## config.mk

```make
export PLATFORM = sky130hd
export DESIGN_NAME = level_mem_arbiter
export DESIGN_NICKNAME = d
export VERILOG_FILES = /design/src/rtl/level_mem_arbiter.sv
export SDC_FILE = /design/constraint.sdc
export NUM_CORES = 1
export LEC_CHECK = 0
export BUFFER_PORTS_ARGS = -buffer_cell sky130_fd_sc_hd__buf_2
export CAP_MARGIN = 0
export CELL_PAD_IN_SITES_DETAIL_PLACEMENT = 1
export CELL_PAD_IN_SITES_GLOBAL_PLACEMENT = 1
export CORE_MARGIN = 3
export CORE_UTILIZATION = 34
export CTS_CLUSTER_SIZE = 10
export DETAILED_ROUTE_END_ITERATION = 12
export PLACE_DENSITY = 0.74
export SLEW_MARGIN = 30
export SYNTH_ARGS = -nofsm -noshare
export SYNTH_HDL_FRONTEND = slang
export SYNTH_SLANG_ARGS = --single-unit
```

## constraint.sdc

```tcl
create_clock -name clk_i -period 2.23 [get_ports clk_i]
set_input_delay 0.3345 -clock clk_i [delete_from_list [all_inputs] [get_ports clk_i]]
set_output_delay 0.3345 -clock clk_i [all_outputs]
set_load 0.03 [all_outputs]
```

## src/rtl/level_mem_arbiter.sv

```systemverilog
// Shares the single-port level tile RAM between display fetches and collision queries.
// Display always wins the read slot; collision queries use a one-outstanding valid/ready handshake.
module level_mem_arbiter #(
   parameter int unsigned TILE_SHIFT = 5,
   parameter int unsigned COLS       = 20,
   parameter int unsigned ROWS       = 15,
   parameter int unsigned ADDR_W     = 9,
   parameter int unsigned DATA_W     = 3,
   parameter int unsigned RD_LAT     = 1,
   parameter int unsigned OOB_DISP   = 0,
   parameter int unsigned OOB_COL    = 1
) (
   input  logic              clk_i,
   input  logic              reset_i,
   input  logic              disp_req_i,
   input  logic [9:0]        disp_x_i,
   input  logic [9:0]        disp_y_i,
   output logic              disp_valid_o,
   output logic [DATA_W-1:0] disp_data_o,
   input  logic              col_req_valid_i,
   output logic              col_req_ready_o,
   input  logic [9:0]        col_x_i,
   input  logic [9:0]        col_y_i,
   output logic              col_rsp_valid_o,
   output logic [DATA_W-1:0] col_rsp_data_o,
   output logic              mem_en_o,
   output logic [ADDR_W-1:0] mem_addr_o,
   input  logic [DATA_W-1:0] mem_rdata_i
);

   typedef enum logic [1:0] {CIdle, CPend, CWait} col_st_e;

   function automatic logic [ADDR_W-1:0] tile_addr(input logic [9:0] x, input logic [9:0] y);
      logic [9:0]  tx;
      logic [9:0]  ty;
      logic [19:0] a;
      tx = x >> TILE_SHIFT;
      ty = y >> TILE_SHIFT;
      a  = 20'(ty) * 20'(COLS) + 20'(tx);
      return a[ADDR_W-1:0];
   endfunction

   function automatic logic tile_oob(input logic [9:0] x, input logic [9:0] y);
      logic [9:0] tx;
      logic [9:0] ty;
      tx = x >> TILE_SHIFT;
      ty = y >> TILE_SHIFT;
      return (32'(tx) >= COLS) || (32'(ty) >= ROWS);
   endfunction

   col_st_e             state_q;
   logic                disp_valid_q;
   logic [DATA_W-1:0]   disp_data_q;
   logic                col_req_ready_q;
   logic                col_rsp_valid_q;
   logic [DATA_W-1:0]   col_rsp_data_q;
   logic                mem_en_q;
   logic [ADDR_W-1:0]   mem_addr_q;
   logic [ADDR_W-1:0]   col_addr_q;
   logic                col_oob_q;

   // Per-stage tags, stage RD_LAT lines up with mem_rdata_i. Display and collision
   // each get their own slot so an OOB query can retire alongside a display read.
   logic [RD_LAT:0]     dv_q;
   logic [RD_LAT:0]     doob_q;
   logic [RD_LAT:0]     cv_q;
   logic [RD_LAT:0]     coob_q;

   logic                disp_oob;
   logic [ADDR_W-1:0]   disp_addr;
   logic                disp_issue;
   logic                col_fire;
   logic                col_mem;

   always_comb begin
      disp_oob   = tile_oob(disp_x_i, disp_y_i);
      disp_addr  = tile_addr(disp_x_i, disp_y_i);
      disp_issue = disp_req_i && !disp_oob;
      // OOB queries need no RAM slot, so they never yield to the display
      col_fire   = (state_q == CPend) && (col_oob_q || !disp_req_i);
      col_mem    = col_fire && !col_oob_q;
   end

   always_ff @(posedge clk_i) begin
      if (reset_i) begin
         state_q         <= CIdle;
         disp_valid_q    <= 1'b0;
         disp_data_q     <= '0;
         col_req_ready_q <= 1'b1;
         col_rsp_valid_q <= 1'b0;
         col_rsp_data_q  <= '0;
         mem_en_q        <= 1'b0;
         mem_addr_q      <= '0;
         col_addr_q      <= '0;
         col_oob_q       <= 1'b0;
         dv_q            <= '0;
         doob_q          <= '0;
         cv_q            <= '0;
         coob_q          <= '0;
      end else begin
         mem_en_q <= disp_issue || col_mem;
         if (disp_issue) begin
            mem_addr_q <= disp_addr;
         end else if (col_mem) begin
            mem_addr_q <= col_addr_q;
         end

         dv_q   <= {dv_q[RD_LAT-1:0], disp_req_i};
         doob_q <= {doob_q[RD_LAT-1:0], disp_oob};
         cv_q   <= {cv_q[RD_LAT-1:0], col_fire};
         coob_q <= {coob_q[RD_LAT-1:0], col_oob_q};

         disp_valid_q <= dv_q[RD_LAT];
         if (dv_q[RD_LAT]) begin
            disp_data_q <= doob_q[RD_LAT] ? DATA_W'(OOB_DISP) : mem_rdata_i;
         end

         col_rsp_valid_q <= 1'b0;
         unique case (state_q)
            CIdle: begin
               if (col_req_valid_i && col_req_ready_q) begin
                  col_addr_q      <= tile_addr(col_x_i, col_y_i);
                  col_oob_q       <= tile_oob(col_x_i, col_y_i);
                  col_req_ready_q <= 1'b0;
                  state_q         <= CPend;
               end else begin
                  col_req_ready_q <= 1'b1;
               end
            end
            CPend: begin
               if (col_fire) begin
                  state_q <= CWait;
               end
            end
            CWait: begin
               if (cv_q[RD_LAT]) begin
                  col_rsp_valid_q <= 1'b1;
                  col_rsp_data_q  <= coob_q[RD_LAT] ? DATA_W'(OOB_COL) : mem_rdata_i;
                  state_q         <= CIdle;
               end
            end
            default: state_q <= CIdle;
         endcase
      end
   end

   assign disp_valid_o    = disp_valid_q;
   assign disp_data_o     = disp_data_q;
   assign col_req_ready_o = col_req_ready_q;
   assign col_rsp_valid_o = col_rsp_valid_q;
   assign col_rsp_data_o  = col_rsp_data_q;
   assign mem_en_o        = mem_en_q;
   assign mem_addr_o      = mem_addr_q;

endmodule

```

; After elaboration in Yosys (flattened, before gate mapping)
; Index checks and enable logic that the tools add are counted.
; W data, S select, Z words.
[op_classes]
n_addsub = 2
n_mul = 2
magnitude_cmp = 4
eq_ne = 5
mux = 10
bitwise = 1
n_reduce_logical = 17
[op_table]
columns = op, n
row1 = $add A9 B5 Y9, 2
row2 = $mux W9, 2
row3 = $mul A5 B3 Y7 const B, 2
row4 = $ge A5 B4 Y1 const B, 2
row5 = $ge A5 B5 Y1 const B, 2
row6 = $mux W2, 3
row7 = $mux W3, 2
row8 = $ne A2 B2 Y1 const B, 3
row9 = $pmux W2 S3, 1
row10 = $logic_and A1 B1 Y1, 4
row11 = $logic_or A1 B1 Y1, 4
row12 = $reduce_and A2 Y1, 2
row13 = $logic_not A1 Y1, 3
row14 = $reduce_and A3 Y1, 1
row15 = $eq A2 B1 Y1 const B, 1
row16 = $eq A2 B2 Y1 const B, 1
row17 = $logic_not A2 Y1, 1
row18 = $mux W1, 2
row19 = $reduce_bool A2 Y1, 1
row20 = $reduce_or A2 Y1, 1
row21 = $not A1 Y1, 1
[word_totals]
reg_bits = 39
inputBits = 47
out_inout_bits = 19
word_cells = 55

; Longest topological paths before layout
; Gate-level depths: netlist of the first run.
[depth]
ltp_word = 6
depth_mapped = 7
mapped_depth_nobuf = 7

; Worst setup path before layout of the first run
; Ideal clock, no wire load.
[synth_timing]
kind = input -> register
start = input port col_y_i[6]
end = register col_addr_q[7]
setup_time_ns = 0.075
arrival_time_ns = 2.018
required_ns = 2.155
slack_ns = 0.137
path_stages = 6
path_buffers = 0
cell_sequence = ha_1 -> ha_1 -> fa_1 -> nand2_1 -> or4_1 -> a31oi_1
[synth_via]
elab_chain_len = 2
[synth_rtl]
columns = item, line_no
row1 = from (decl), 23  ; input logic [9:0] col_y_i,
row2 = $mul A5 B3 Y7, 39  ; a = 20'(ty) * 20'(COLS) + 20'(tx);
row3 = $add A9 B5 Y9, 39
row4 = to (signal assigned), 122  ; col_addr_q <= tile_addr(col_x_i, col_y_i);
row5 = to (decl), 59  ; logic [ADDR_W-1:0] col_addr_q;
; Every way passes these cells.
; A chain may end at the register's enable or synchronous reset.

; Worst setup path after layout of the first run
; Ends and elaborated chain as after synthesis.

==> results.json, run 1 <==
{
  "power.switching_fraction_pct": 30.9,
  "gr-total-overflow": 0,
  "drv_slew": 0,
  "grt_max_degree": 23,
  "placed_area_sq_um": 2450,
  "synth.top_cell.area_share_pct": 37.1,
  "criticalPathCategory": "input pin to flip-flop",
  "cellLeakagePower_nw": 1.10,
  "drc_errors": 0,
  "synth-compound-area-share_pct": 17.3,
  "setup_slack_ns": 0.276,
  "syn_area_per_cell_sq_um": 9.53,
  "final.setup_skew_ns": 0.00378,
  "synth_simple_gate_area_share_pct": 20.4,
  "drtIter0Drc": 37,
  "synth_top_cell_by_area": "dfxtp_1",
  "cts_max_level": 2,
  "dr.pass1.iters": 4,
  "groute.usage.overall_pct": 14.4,
  "asyncSetResetFlopFracSynth_pct": 0,
  "final.setup.tns_ns": 0,
  "switching_power_mw": 0.515,
  "post_synth_mux_area_share_pct": 2.14,
  "clock-sinks": 39,
  "reg2reg_slack_ns": 0.50,
  "worst_reg2reg_path_startpoint": "state_q[1]$_SDFFE_PP0P_",
  "final_cell_area_sq_um": 2530,
  "timing.max_slew.rel_slack_pct": 72.1,
  "synth.top_cells.by_count": "dfxtp_1 (39), nor2_1 (19), ha_1 (18)",
  "inserted_diodes": 0,
  "postSynth.topFlopCell": "dfxtp_1",
  "outcome": "completed",
  "final_hold_slack_ns": 0.276,
  "gpl.final_weighted_congestion": 0.762,
  "worst_hold_path.num_cells": 3,
  "r2r_cells": 5,
  "clk_latency_ns": 0.29,
  "combinationalPowerShare_pct": 25.2,
  "die-area_sq_um": 7170,
  "drt-wirelength-per-cell_um": 13.9,
  "synth.most_common_cell": "dfxtp_1",
  "drv.max_cap_violation_count": 0,
  "numPlacedInstances": 342,
  "timing.critical_path.from_type": "input pin",
  "syn_inst": 221,
  "rsz0062_at_grt": "false",
  "clock_path_buffers": 2,
  "synth_fa_ha_area_share_pct": 14.5,
  "vias": 1775,
  "yosys_register_bits": 39,
  "post_cts_resize_count": 0,
  "synth-edff-count": 0,
  "seq_power_share_pct": 46.7,
  "layout_worst_path_cycle_share_pct": 87.6,
  "vdd_drop_max_mv": 0.320,
  "drt-total-wl_mm": 4.88,
  "synthDistinctLibCells": 42,
  "synth.yosys.seq_area_share_pct": 37.1,
  "grt_pass1_vias": 1849,
  "wire_length_of_the_first_global_routing_pass_mm": 8.46,
  "cp.required_ns": 2.45,
  "clock_tree_from_tritoncts": "yes",
  "ys_top_cells_by_area": "dfxtp_1 (37%), ha_1 (11%), a211oi_1 (5.7%)",
  "final_cells": 350,
  "p_per_area_nw_per_um2": 657,
  "fin_crit_ns": 1.95,
  "std_cell_rows": 28,
  "synthToLayoutAreaGrowth_pct": 20.4,
  "dieHeight_um": 84.7,
  "timing.critical_path.to_type": "flip-flop",
  "timing_hold_violations_final": 0,
  "synth_top_family_by_area": "simple AND/OR/NAND/NOR gates",
  "finalSetupViolations": 0,
  "port-buffer-count": 45,
  "dp_hpwl_mm": 3.79,
  "synth-warning-count": 0,
  "power.clock.fraction_pct": 28.1,
  "internal_power_mw": 1.15,
  "initial_core_util_pct": 35.4,
  "antenna_violations_before_repair": 0,
  "final_antenna_net_count": 0,
  "rr_endpoint": "mem_addr_o[3]$_SDFFE_PP0P_",
  "route.detailed.vias_per_inst": 5.07,
  "synthXorXnorAreaFrac_pct": 4.16,
  "min-delay-start": "col_x_i[6]",
  "timing.hold.worst_endpoint": "col_addr_q[1]$_SDFFE_PP0P_",
  "final.fill_count": 722,
  "cp_data_arrival_time_ns": 2.18,
  "boundaryPins": 66,
  "syn_area_sq_um": 2110,
  "die_width_um": 84.7,
  "nets": 343,
  "tightestPinTransition_ns": 0.414,
  "ctsHoldBuffers": 0,
  "critical_path.max_fanout": 2,
  "coreArea_sq_um": 5960,
  "hold_path.class": "input pin to flip-flop",
  "maxClockFrequency_mhz": 512,
  "tritoncts_buffers": 5,
  "cts_post_setup_buffers_inserted": 0,
  "dpl_worst_slack_ns": -0.0370,
  "clkSlewWorstSetupHoldPaths_ns": 0.08,
  "clock-root-buffer": "clkbuf_8",
  "post_route_cells_drive_above_1_share_pct": 26.2,
  "syn_nets": 290
}
## area by class of cell
type                            count  area [sq um]  share of cell area, %
Inverter                            9          33.8                   1.33
Sequential cell                    39           781                   30.8
Tap cell                           75          93.8                   3.70
Timing Repair Buffer               56           308                   12.1
Multi-Input combinational cell    163          1230                   48.7
Clock buffer                        6          72.6                   2.86
Clock inverter                      2          12.5                  0.494
## sequential cells by signal, summed over array words and instances (netlist names)
signal           cells
state_q              2
coob_q               2
mem_addr_o           9
col_rsp_data_o       3
col_oob_q            1
disp_valid_o         1
mem_en_o             1
cv_q                 2
col_req_ready_o      1
disp_data_o          3
col_addr_q           9
dv_q                 2
doob_q               2
col_rsp_valid_o      1
## critical path, cell delays in order
cell	delay [ns]
buf_2	0.11
ha_1	0.28
ha_1	0.23
fa_1	0.53
nand2_1	0.08
or4_1	0.46
a31oi_1	0.16
## through the flow
stage | utilization (%) | power, mW
floorplan | - | 1.08
global placement | 41.1 | 1.20
detailed placement | 41.1 | 1.22
CTS | 42.6 | 1.69
global route | 42.6 | 1.78
finish | 42.6 | 1.67
## metal layers
layer / vias to the layer above / track usage (%) / wire length (um)
met1: 843 / 18.6 / 2230
met2: 35 / 24.1 / 2410
met5: - / 0 / 0
met3: 4 / 3.34 / 203
li1: 893 / - / -
met4: 0 / 3.88 / 41
## power groups by stage
stage	clock network, mW	registers [mW]	logic, mW
CTS	0.489	0.779	0.425
global placement	0	0.793	0.407
finish	0.469	0.778	0.419
floorplan	0	0.816	0.262
detailed placement	0	0.795	0.421
global route	0.521	0.785	0.472
## cells by family (layout without fill, tap and decap cells)
| family | Yosys count | after routing |
|---|---|---|
| fa+ha+maj | 22 | 22 |
| compound gates | 55 | 55 |
| flops | 39 | 39 |
| xor+xnor | 10 | 10 |
| simple gates | 72 | 72 |
| buf+inv | 19 | 73 |
| mux | 4 | 4 |
## cells in the final DEF, fill, tap and decap left out, types with 2 or more instances in the layout
cell / n
a211o_1: 2
a211oi_1: 16
a21o_1: 2
a21oi_1: 17
a31oi_1: 2
and2b_2: 5
and4_1: 2
buf_2: 45
buf_4: 11
clkbuf_8: 5
dfxtp_1: 39
fa_1: 4
ha_1: 18
inv_1: 9
mux2i_1: 3
nand2_1: 13
nand2b_1: 4
nand3b_1: 5
nand4_1: 3
nor2_1: 19
nor2b_1: 10
nor3b_1: 3
nor4b_1: 2
o2111ai_1: 3
o21ai_0: 6
xnor2_1: 4
xor2_1: 6
## how the worst max path moves through the flow
| stage | from | to | slack [ns] |
|---|---|---|---|
| floorplan | col_y_i[6] | col_addr_q[7]$_SDFFE_PP0P_ | 0.14 |
| global placement | col_y_i[6] | col_addr_q[7]$_SDFFE_PP0P_ | 0.004 |
| detailed placement | col_y_i[6] | col_addr_q[7]$_SDFFE_PP0P_ | -0.04 |
| CTS | col_y_i[6] | col_addr_q[7]$_SDFFE_PP0P_ | 0.27 |
| global route | col_y_i[6] | col_addr_q[8]$_SDFFE_PP0P_ | 0.14 |
| finish | col_y_i[6] | col_addr_q[7]$_SDFFE_PP0P_ | 0.28 |
No activity file was read; power rests on OpenSTA's default activity.
==> inputs of run 2 (changes only) <==
ABC_AREA = 1   (was unset)
CORE_UTILIZATION = 32   (was 34)
==> run 2 against run 1 <==
Against the previous run:
- global-route usage is 0.57 points lower
- combinational power is 16% higher
- synthesized cell count is 24% higher
- area after synthesis is 0.53% lower
- flip-flop and latch count stayed put
- highest routed layer unchanged
- die area is 5.3% higher
- non-clock buffer count is 7 lower
- fmax is 3.3% higher
- first-iteration DRC count is 38% higher
- power is 12% higher
- clock-buffer cell count is 1 lower
==> results.json, run 2 <==
{
  "final.setup_skew_ns": 0.0107,
  "setup.worst_path.end": "mem_addr_o[8]$_SDFFE_PP0P_",
  "clock-sinks": 39,
  "ff_latch_area_sq_um": 781,
  "wire_length_of_the_first_global_routing_pass_mm": 8.48,
  "timing.max_slew.rel_slack_pct": 70.9,
  "fin_crit_ns": 1.89,
  "tritoncts_buffers": 5,
  "clkSlewWorstSetupHoldPaths_ns": 0.08,
  "multi_input_area_sq_um": 1110,
  "p_per_area_nw_per_um2": 744,
  "finalSetupViolations": 0,
  "reg2reg_slack_ns": 0.77,
  "gpl.final_weighted_congestion": 0.786,
  "mostFrequentLayoutCell": "nand2_1",
  "hold_path.class": "input pin to flip-flop",
  "tightestPinTransition_ns": 0.433,
  "inserted_diodes": 0,
  "groute.usage.overall_pct": 13.8,
  "final_cell_area_sq_um": 2510,
  "post_synth_mux_area_share_pct": 0,
  "synthDistinctLibCells": 25,
  "seq_power_share_pct": 42.9,
  "criticalPathCategory": "input pin to flip-flop",
  "synth-warning-count": 0,
  "final.fill_count": 787,
  "nets": 391,
  "cts_max_level": 2,
  "synth_top_family_by_area": "simple AND/OR/NAND/NOR gates",
  "layout_common_cells": "nand2_1 (51), buf_2 (45), dfxtp_1 (39), inv_1 (37), nand3_1 (26)",
  "synthToLayoutAreaGrowth_pct": 19.8,
  "vias": 1915,
  "die_width_um": 86.9,
  "synth.yosys.seq_area_share_pct": 37.3,
  "synth-compound-area-share_pct": 12.7,
  "clock-root-buffer": "clkbuf_8",
  "antenna_violations_before_repair": 0,
  "final_antenna_net_count": 0,
  "boundaryPins": 66,
  "worst_reg2reg_path_startpoint": "state_q[1]$_SDFFE_PP0P_",
  "dieHeight_um": 86.9,
  "synth.top_cells.by_count": "nand2_1 (51), dfxtp_1 (39), inv_1 (37)",
  "clock_path_buffers": 2,
  "combinationalPowerShare_pct": 26.0,
  "post_route_cells_drive_above_1_share_pct": 20.1,
  "cellLeakagePower_nw": 1.23,
  "synth.top_cell.area_share_pct": 37.3,
  "drv_slew": 0,
  "switching_power_mw": 0.588,
  "synth_top_cell_by_area": "dfxtp_1",
  "cp.required_ns": 2.45,
  "cts_post_setup_buffers_inserted": 0,
  "std_cell_rows": 28,
  "clock_tree_from_tritoncts": "yes",
  "timing_hold_violations_final": 0,
  "min-delay-start": "col_x_i[5]",
  "final.setup.tns_ns": 0,
  "cp_data_arrival_time_ns": 2.11,
  "rr_endpoint": "col_addr_q[5]$_SDFFE_PP0P_",
  "drtIter0Drc": 51,
  "timing.critical_path.to_type": "flip-flop",
  "grt_max_degree": 25,
  "asyncSetResetFlopFracSynth_pct": 0,
  "rsz0062_at_grt": "false",
  "port-buffer-count": 45,
  "layout_worst_path_cycle_share_pct": 84.9,
  "yosys_register_bits": 39,
  "critical_path.max_fanout": 3,
  "syn_nets": 343,
  "grt_pass1_vias": 1993,
  "synth.most_common_cell": "nand2_1",
  "dr.pass1.iters": 4,
  "syn_area_sq_um": 2090,
  "power.clock.fraction_pct": 31.1,
  "post-route-util_pct": 40.9,
  "syn_inst": 274,
  "numPlacedInstances": 390,
  "drt-total-wl_mm": 4.82,
  "route.detailed.vias_per_inst": 4.81,
  "syn_area_per_cell_sq_um": 7.64,
  "synthXorXnorAreaFrac_pct": 3.76,
  "gr-total-overflow": 0,
  "drc_errors": 0,
  "internal_power_mw": 1.28,
  "drt-wirelength-per-cell_um": 12.1,
  "synth_simple_gate_area_share_pct": 21.9,
  "initial_core_util_pct": 34.2,
  "vdd_drop_max_mv": 0.476,
  "clk_latency_ns": 0.29,
  "synth-edff-count": 0,
  "placed_area_sq_um": 2400,
  "power.switching_fraction_pct": 31.5,
  "maxClockFrequency_mhz": 528,
  "ctsHoldBuffers": 0,
  "final_cells": 398,
  "critical_path.startpoint": "disp_y_i[8]",
  "synth_fa_ha_area_share_pct": 14.6,
  "ys_top_cells_by_area": "dfxtp_1 (37%), ha_1 (11%), nand2_1 (9.1%)",
  "r2r_cells": 6,
  "timing.critical_path.from_type": "input pin",
  "post_cts_resize_count": 0,
  "drv.max_cap_violation_count": 0,
  "outcome": "completed",
  "die-area_sq_um": 7550,
  "coreArea_sq_um": 6130,
  "postSynth.topFlopCell": "dfxtp_1",
  "dp_hpwl_mm": 3.88
}
[run 2: metal layers]
metal | global-route usage, % | vias up | part of all wire, %
met4 | 2.97 | 0 | 0.79
met1 | 17.7 | 886 | 48
met5 | 0 | - | 0
met2 | 23.3 | 37 | 46
li1 | - | 988 | -
met3 | 3.60 | 4 | 5.7
[run 2: power groups by stage]
stage	clock network [mW]	logic [mW]	registers, mW
floorplan	0	0.316	0.858
global placement	0	0.476	0.816
detailed placement	0	0.490	0.817
CTS	0.605	0.495	0.802
global route	0.633	0.559	0.810
finish	0.581	0.485	0.801
[run 2: area by class of cell]
type                    count  share of cell area (%)
inverters                  42                    6.28
clock inverters             3                    1.75
well taps                  75                    3.74
clock buffers               5                    2.74
flip-flops and latches     39                    31.1
multi-input cells         185                    44.2
repair buffers             49                    10.2
[run 2: critical path: stages]
cell	delay, ns
buf_2	0.12
ha_1	0.27
ha_1	0.24
fa_1	0.55
nand2_1	0.06
inv_1	0.08
nand3_1	0.11
inv_1	0.07
nand2_1	0.05
nand3_1	0.05
nand2_1	0.05
a21oi_1	0.11
[run 2: cells by family (layout without fill, tap and decap cells)]
group                      after synthesis  in the layout
AOI/OAI and AO/OA                       49             49
adders and majority gates               22             22
buffers and inverters                   50             99
xor gates and xnor gates                 9              9
DFF                                     39             39
and+or+nand+nor                        105            105
[run 2: worst min-delay path by stage]
stage	slack [ns]	cells after the start	endpoint
after global placement	0.39	2	coob_q[1]$_SDFF_PP0_
after floorplan	0.39	2	coob_q[1]$_SDFF_PP0_
after global routing	0.28	3	col_addr_q[0]$_SDFFE_PP0P_
after CTS	0.27	3	col_addr_q[0]$_SDFFE_PP0P_
after detailed placement	0.39	2	coob_q[1]$_SDFF_PP0_
final	0.28	3	col_addr_q[0]$_SDFFE_PP0P_
[run 2: stage by stage]
stage / setup slack, ns / hold slack (ns) / power, mW
finish: 0.338 / 0.277 / 1.87
global route: 0.162 / 0.277 / 2.00
CTS: 0.334 / 0.269 / 1.90
detailed placement: 0.0362 / 0.394 / 1.31
global placement: 0.0702 / 0.390 / 1.29
floorplan: 0.306 / 0.388 / 1.17
